`config.mk`:
```
export PLATFORM = sky130hd
export DESIGN_NAME = ppi_mode1_handshake
export DESIGN_NICKNAME = d
export VERILOG_FILES = /design/src/rtl/ppi_mode1_handshake.sv
export SDC_FILE = /design/constraint.sdc
export NUM_CORES = 1
export LEC_CHECK = 0
export CORE_ASPECT_RATIO = 0.9
export CORE_MARGIN = 2
export CORE_UTILIZATION = 40
export CTS_BUF_LIST = sky130_fd_sc_hd__clkbuf_4 sky130_fd_sc_hd__clkbuf_8 sky130_fd_sc_hd__clkbuf_16
export DETAILED_ROUTE_END_ITERATION = 8
export PLACE_DENSITY = 0.71
export SLEW_MARGIN = 10
export SYNTH_ARGS = -nofsm -noshare
export SYNTH_HDL_FRONTEND = slang
export SYNTH_SLANG_ARGS = --single-unit
```
`constraint.sdc`:
```
create_clock -name clk -period 2.6 [get_ports clk]
set_input_delay 0.65 -clock clk [delete_from_list [all_inputs] [get_ports clk]]
set_output_delay 0.65 -clock clk [all_outputs]
set_load 0.02 [all_outputs]
```
`src/rtl/ppi_mode1_handshake.sv`:
```
// ---------------------------------------------------------------------------
// ppi_mode1_handshake
//
// Mode 1 (strobed I/O) handshake controller for one group (A or B) of an
// 8255-style PPI. It snoops control-register writes (mode-set and BSR) to
// track mode, direction and INTE, then sequences STB/IBF/INTR for input or
// OBF/ACK/INTR for output, latching port data in each direction. The
// handshake outputs replace the BSR/CPU path on this group's Port C pins.
//
// Parameters:
//   GROUP_B     : 0 = group A decode (mode bits 6:5, dir bit 4,
//                 INTE = PC4 input / PC6 output);
//                 1 = group B decode (mode bit 2, dir bit 1, INTE = PC2)
//   DATA_W      : port data width
//   SYNC_STAGES : synchronizer depth on stb_n / ack_n (2..3)
//
// Ports:
//   clk, reset          : clock, synchronous active-high reset
//   cfg_wr, cfg_data    : control-register write pulse and control word
//   cpu_rd, cpu_wr      : CPU read / write pulses for this group's port
//   cpu_wdata           : CPU write data
//   port_in             : external port pins
//   stb_n, ack_n        : asynchronous active-low strobe / acknowledge
//   rdata, port_out     : latched input / output data
//   out_en              : drive port_out onto the pins
//   ibf, obf_n, intr    : handshake outputs
//   inte, mode1         : current INTE flag, group is in Mode 1
//   overrun             : sticky overrun flag
//
// Optional feature macro: PPI_HS_OVERRUN_EN
//   defined   : a strobe arriving while the input buffer is full sets
//               overrun (sticky until reset or mode-set)
//   undefined : overrun is tied to 0 and such a strobe is ignored
// ---------------------------------------------------------------------------
module ppi_mode1_handshake #(
    parameter bit GROUP_B     = 1'b0,
    parameter int DATA_W      = 8,
    parameter int SYNC_STAGES = 2
) (
    input  logic              clk,
    input  logic              reset,
    input  logic              cfg_wr,
    input  logic [7:0]        cfg_data,
    input  logic              cpu_rd,
    input  logic              cpu_wr,
    input  logic [DATA_W-1:0] cpu_wdata,
    input  logic [DATA_W-1:0] port_in,
    input  logic              stb_n,
    input  logic              ack_n,
    output logic [DATA_W-1:0] rdata,
    output logic [DATA_W-1:0] port_out,
    output logic              out_en,
    output logic              ibf,
    output logic              obf_n,
    output logic              intr,
    output logic              inte,
    output logic              mode1,
    output logic              overrun
);

    typedef enum logic [2:0] {
        S_OFF,
        S_IN_EMPTY,
        S_IN_FULL,
        S_OUT_EMPTY,
        S_OUT_FULL,
        S_OUT_ACK
    } state_t;

    state_t state;

    logic [SYNC_STAGES-1:0] stb_sync, ack_sync;
    logic stb_prev, ack_prev;
    logic stb_fall, stb_rise, ack_fall, ack_rise;
    logic dir_in;
    // Interrupt condition (strobe completed / acknowledge completed) kept
    // separately from intr so a later INTE set can raise intr on its own.
    logic int_cond;

    // Control-word decode for this group.
    logic       mode_set, bsr, bsr_hit;
    logic       cfg_mode1, cfg_dir_in;
    logic [2:0] inte_bit;

    assign mode_set   = cfg_wr & cfg_data[7];
    assign bsr        = cfg_wr & ~cfg_data[7];
    assign cfg_mode1  = GROUP_B ? cfg_data[2] : (cfg_data[6:5] == 2'b01);
    assign cfg_dir_in = GROUP_B ? cfg_data[1] : cfg_data[4];
    assign inte_bit   = GROUP_B ? 3'd2 : (dir_in ? 3'd4 : 3'd6);
    assign bsr_hit    = bsr && (cfg_data[3:1] == inte_bit) && (state != S_OFF);

    // Synchronizers plus registered edge pulses: the pulse is registered so
    // a pin edge first sampled at edge k acts at edge k+SYNC_STAGES+1.
    always_ff @(posedge clk) begin
        // NOTE: sequential state uses non-blocking assignments so every flop
        // samples the pre-edge value of its neighbours, like real hardware.
        if (reset) begin
            // Pins idle high, so the chain resets to 1 and no false edge
            // is seen when reset is released.
            stb_sync <= '1;
            ack_sync <= '1;
            stb_prev <= 1'b1;
            ack_prev <= 1'b1;
            stb_fall <= 1'b0;
            stb_rise <= 1'b0;
            ack_fall <= 1'b0;
            ack_rise <= 1'b0;
        end else begin
            stb_sync <= {stb_sync[SYNC_STAGES-2:0], stb_n};
            ack_sync <= {ack_sync[SYNC_STAGES-2:0], ack_n};
            stb_prev <= stb_sync[SYNC_STAGES-1];
            ack_prev <= ack_sync[SYNC_STAGES-1];
            stb_fall <= ~stb_sync[SYNC_STAGES-1] &  stb_prev;
            stb_rise <=  stb_sync[SYNC_STAGES-1] & ~stb_prev;
            ack_fall <= ~ack_sync[SYNC_STAGES-1] &  ack_prev;
            ack_rise <=  ack_sync[SYNC_STAGES-1] & ~ack_prev;
        end
    end

`ifdef PPI_HS_OVERRUN_EN
    logic overrun_q;
    assign overrun = overrun_q;
`else
    assign overrun = 1'b0;
`endif

    // Handshake FSM; all outputs are registered. cfg_wr outranks every
    // other event in the same cycle.
    always_ff @(posedge clk) begin
        if (reset) begin
            state    <= S_OFF;
            rdata    <= '0;
            port_out <= '0;
            out_en   <= 1'b0;
            ibf      <= 1'b0;
            obf_n    <= 1'b1;
            intr     <= 1'b0;
            inte     <= 1'b0;
            mode1    <= 1'b0;
            dir_in   <= 1'b0;
            int_cond <= 1'b0;
`ifdef PPI_HS_OVERRUN_EN
            overrun_q <= 1'b0;
`endif
        end else if (mode_set) begin
            // rdata / port_out are deliberately held across a mode change.
            mode1    <= cfg_mode1;
            dir_in   <= cfg_dir_in;
            out_en   <= cfg_mode1 & ~cfg_dir_in;
            ibf      <= 1'b0;
            obf_n    <= 1'b1;
            intr     <= 1'b0;
            inte     <= 1'b0;
            int_cond <= 1'b0;
`ifdef PPI_HS_OVERRUN_EN
            overrun_q <= 1'b0;
`endif
            if (!cfg_mode1)     state <= S_OFF;
            else if (cfg_dir_in) state <= S_IN_EMPTY;
            else                 state <= S_OUT_EMPTY;
        end else if (bsr) begin
            if (bsr_hit) begin
                inte <= cfg_data[0];
                intr <= cfg_data[0] & int_cond;
            end
        end else begin
            case (state)
                S_IN_EMPTY: begin
                    if (stb_fall) begin
                        rdata <= port_in;
                        ibf   <= 1'b1;
                        state <= S_IN_FULL;
                    end
                end
                S_IN_FULL: begin
                    if (cpu_rd) begin
                        // Read empties the buffer first; a simultaneous
                        // strobe then refills it with the new byte.
                        intr     <= 1'b0;
                        int_cond <= 1'b0;
                        if (stb_fall) begin
                            rdata <= port_in;
                        end else begin
                            ibf   <= 1'b0;
                            state <= S_IN_EMPTY;
                        end
                    end else begin
                        if (stb_rise) begin
                            int_cond <= 1'b1;
                            intr     <= inte;
                        end
`ifdef PPI_HS_OVERRUN_EN
                        if (stb_fall) overrun_q <= 1'b1;
`endif
                    end
                end
                S_OUT_EMPTY, S_OUT_FULL, S_OUT_ACK: begin
                    if (cpu_wr) begin
                        port_out <= cpu_wdata;
                        obf_n    <= 1'b0;
                        intr     <= 1'b0;
                        int_cond <= 1'b0;
                        state    <= S_OUT_FULL;
                    end else if (state == S_OUT_FULL && ack_fall) begin
                        obf_n <= 1'b1;
                        state <= S_OUT_ACK;
                    end else if (state == S_OUT_ACK && ack_rise) begin
                        intr     <= inte;
                        int_cond <= 1'b1;
                        state    <= S_OUT_EMPTY;
                    end
                end
                default: ;
            endcase
        end
    end

endmodule

```
==> key figures <==
Setup path
  • Critical path buffer and inverter count: 1
  • Worst r2r src: state[1]
  • Data arrival, critical path: 2.26 ns
  • Worst setup EP type: flip-flop
  • Reg2Reg Setup Slack: 0.67 ns
  • Crit path cell chain: clkdlybuf4s50_1 > nand2b_1 > nor4b_2 > a211oi_1 > a21oi_1 > mux2i_1
  • Startpoint Class: primary input
  • CP Max Fanout: 6
  • Critical-path top delay cell: clkdlybuf4s50_1
  • Worst r2r dst: int_cond
  • Crit Path Category: in2reg
  • Worst-case reg-to-reg path depth: 5
  • Top delay family on crit path: simple AND/OR/NAND/NOR gates
  • Data required time of the critical path: 2.81 ns
  • Crit path largest cell delay: 0.47 ns

Timing
  • Worst slew pin tran: 0.510 ns
  • Min cycle time layout: 2.05 ns
  • Final setup TNS: 0 ns
  • Final hold viol count: 0
  • Slew Limit Headroom: 0.659
  • Fin crit share: 0.787
  • RSZ-0062 raised after global routing: no
  • Final Slew Violations: 0
  • Final setup viols: 0
  • Clock Skews: 0.00515 ns
  • Fin Hold WS: 0.416 ns
  • Max frequency: about 0.49 GHz

CTS
  • # Post-CTS Setup Buffers: 0
  • Root buf cell: clkbuf_8
  • CTS clk-pin slew, worst paths: 0.07 ns
  • Clk Latency, worst-skew pair: ~0.28 ns
  • Num CTS Buffers: 5
  • CTS tree: yes
  • Clock sink count: 37
  • H-tree levels: 2
  • Hold Buf Count CTS: 0
  • Clock buffer depth: 2
  • # resized after CTS: 0

Final layout
  • Most common cell after layout, fill and taps aside: clkdlybuf4s50_1
  • Net count, final: 270
  • Register area: ~740 µm²
  • Filler instances: 385
  • Share of post-route cells with drive strength above 1: 0.0921
  • Multi-input gate area: 856 µm²
  • N_diodes: 0
  • Post-route cell area: 2320 µm²
  • Synthesis-to-finish area growth: 39.5%
  • Commonest non-fill, non-tap cells in the layout: clkdlybuf4s50_1 (52), dfxtp_1 (37), nor2_1 (24), mux2i_1 (21), a21oi_1 (16)

Yosys
  • Synth unique cells: 40
  • Synthesized cell area: 1670 µm²
  • Main synth FF type: dfxtp_1
  • Syn Nets: 218
  • Seq/Total Area, Yosys: 0.445
  • Area contributors post-synth: dfxtp_1 (44%), mux2i_1 (13%), nor2_1 (5.4%)
  • FFs w/ async S/R, synth: 0
  • Mean Syn Cell Area: 8.91 µm²
  • Area leader, netlist: dfxtp_1
  • #FFs+latches synth: 37
  • Syn Inst Count: 187
  • Post-synth top area share: 0.445
  • Number of flops mapped to enable cells by yosys: 0
  • Ys Warns: 0

Pwr
  • Static Leak: approximately 0.00085 µW
  • Power per standard cell area: 483 nW/µm²
  • Total Power: 1120 µW
  • Worst VDD drop: 319 µV

Global route
  • First-pass GRT wire length: 6610 µm
  • All-Layer GR Usage: 0.178
  • Antenna violations before repair: 0
  • Largest net degree at the start of global routing: 34
  • Global route overflow: 0
  • Vias in the first global route: between 1000 and 1500

Route
  • Post-Route WL: approximately 3700 µm
  • Routed Antenna Nets: 0
  • Initial DRC Count: 104
  • Routed vias/inst: 5.09
  • First-pass detailed-route iteration total: 4
  • Detailed-route via count: ~1500
  • Wire length per cell: 12.8 µm
  • DRC Markers: 0

Floorplanning
  • Num ports: 54
  • Die width: 72.0 µm
  • Die area: 4700 µm²
  • Site Rows: 22
  • Core area: just over 4000 µm²
  • Die height: 65.2 µm
  • Starting Density: 0.412

Place
  • RePlAce Congestion: 0.856
  • Post-Place Cell Area: 2230 µm²
  • PortBufs: 52
  • Post-detail-place hpwl: 2630 µm

Worst hold path
  • Hold Crit Depth: 1
  • HP Class: reg2reg
  • Hold Path Sink: stb_sync[1]
  • Hold Startpoint: stb_sync[0]

Run
  • Number of max-cap violations: 0

Run status
  • Status: completed
synthesized netlist by cell type (all sizes together) (2+ instances only):
master,count
dfxtp,37
nor2,24
mux2i,21
a21oi,16
nand2,12
clkbuf,7
nor3,6
o21ai,6
or2,6
buf,5
inv,5
nand2b,5
nor2b,5
nand3b,3
o211ai,3
or3b,3
a211oi,2
and3,2
and3b,2
report_power, final:
| group | internal (µW) | switching (µW) |
|---|---|---|
| Sequential | 578 | 12.9 |
| Combinational | 76.1 | 54.8 |
| Clock | 221 | 181 |
flip-flops by register name (all words and copies together), names as in the netlist, 2 cells and up:
| signal | count |
|---|---|
| ack_sync | 2 |
| port_out | 8 |
| rdata | 8 |
| state | 3 |
| stb_sync | 2 |
through the flow:
stage | setup slack (ns) | std cells | util
CTS | 0.548 | 287 | 0.574
floorplan | 0.891 | 187 | -
finish | 0.553 | 287 | 0.574
detailed placement | 0.252 | 280 | 0.552
global placement | 0.329 | 280 | 0.552
global route | 0.388 | 287 | 0.574
layer usage:
| layer | part of all wire | track usage |
|---|---|---|
| met3 | 0.086 | 0.0660 |
| met2 | 0.45 | 0.284 |
| met4 | 0.0049 | 0.0495 |
| met5 | 0 | 0 |
| met1 | 0.46 | 0.226 |
worst max-delay path by stage:
stage | slack, ns | to | startpoint | cells after the start
2_1_floorplan | 0.89 | port_out[0] | cpu_wr | 5
3_3_place_gp | 0.33 | intr | cfg_data[7] | 6
3_5_place_dp | 0.25 | intr | cfg_data[7] | 6
4_1_cts | 0.55 | intr | cfg_data[7] | 6
5_1_grt | 0.39 | intr | cfg_data[7] | 6
6_report | 0.55 | intr | cfg_data[7] | 6
kinds of logic (layout without fill, tap and decap cells):
family	count (synthesis)	in the layout	share of synthesized area
AND/OR/NAND/NOR	75	75	0.245
multiplexers	21	21	0.126
XOR/XNOR	1	1	0.00526
other	1	1	0.00225
buffers and inverters	17	69	0.0451
flip-flops	37	37	0.445
AO/OA/AOI/OAI	35	35	0.131
area by class of cell:
| class | instances | area share |
|---|---|---|
| clock buffers | 7 | 0.0388 |
| inverters | 5 | 0.00808 |
| multi-input cells | 133 | 0.368 |
| flip-flops and latches | 37 | 0.319 |
| well taps | 48 | 0.0258 |
| repair buffers | 57 | 0.240 |
Power figures use the tool's default switching activity.
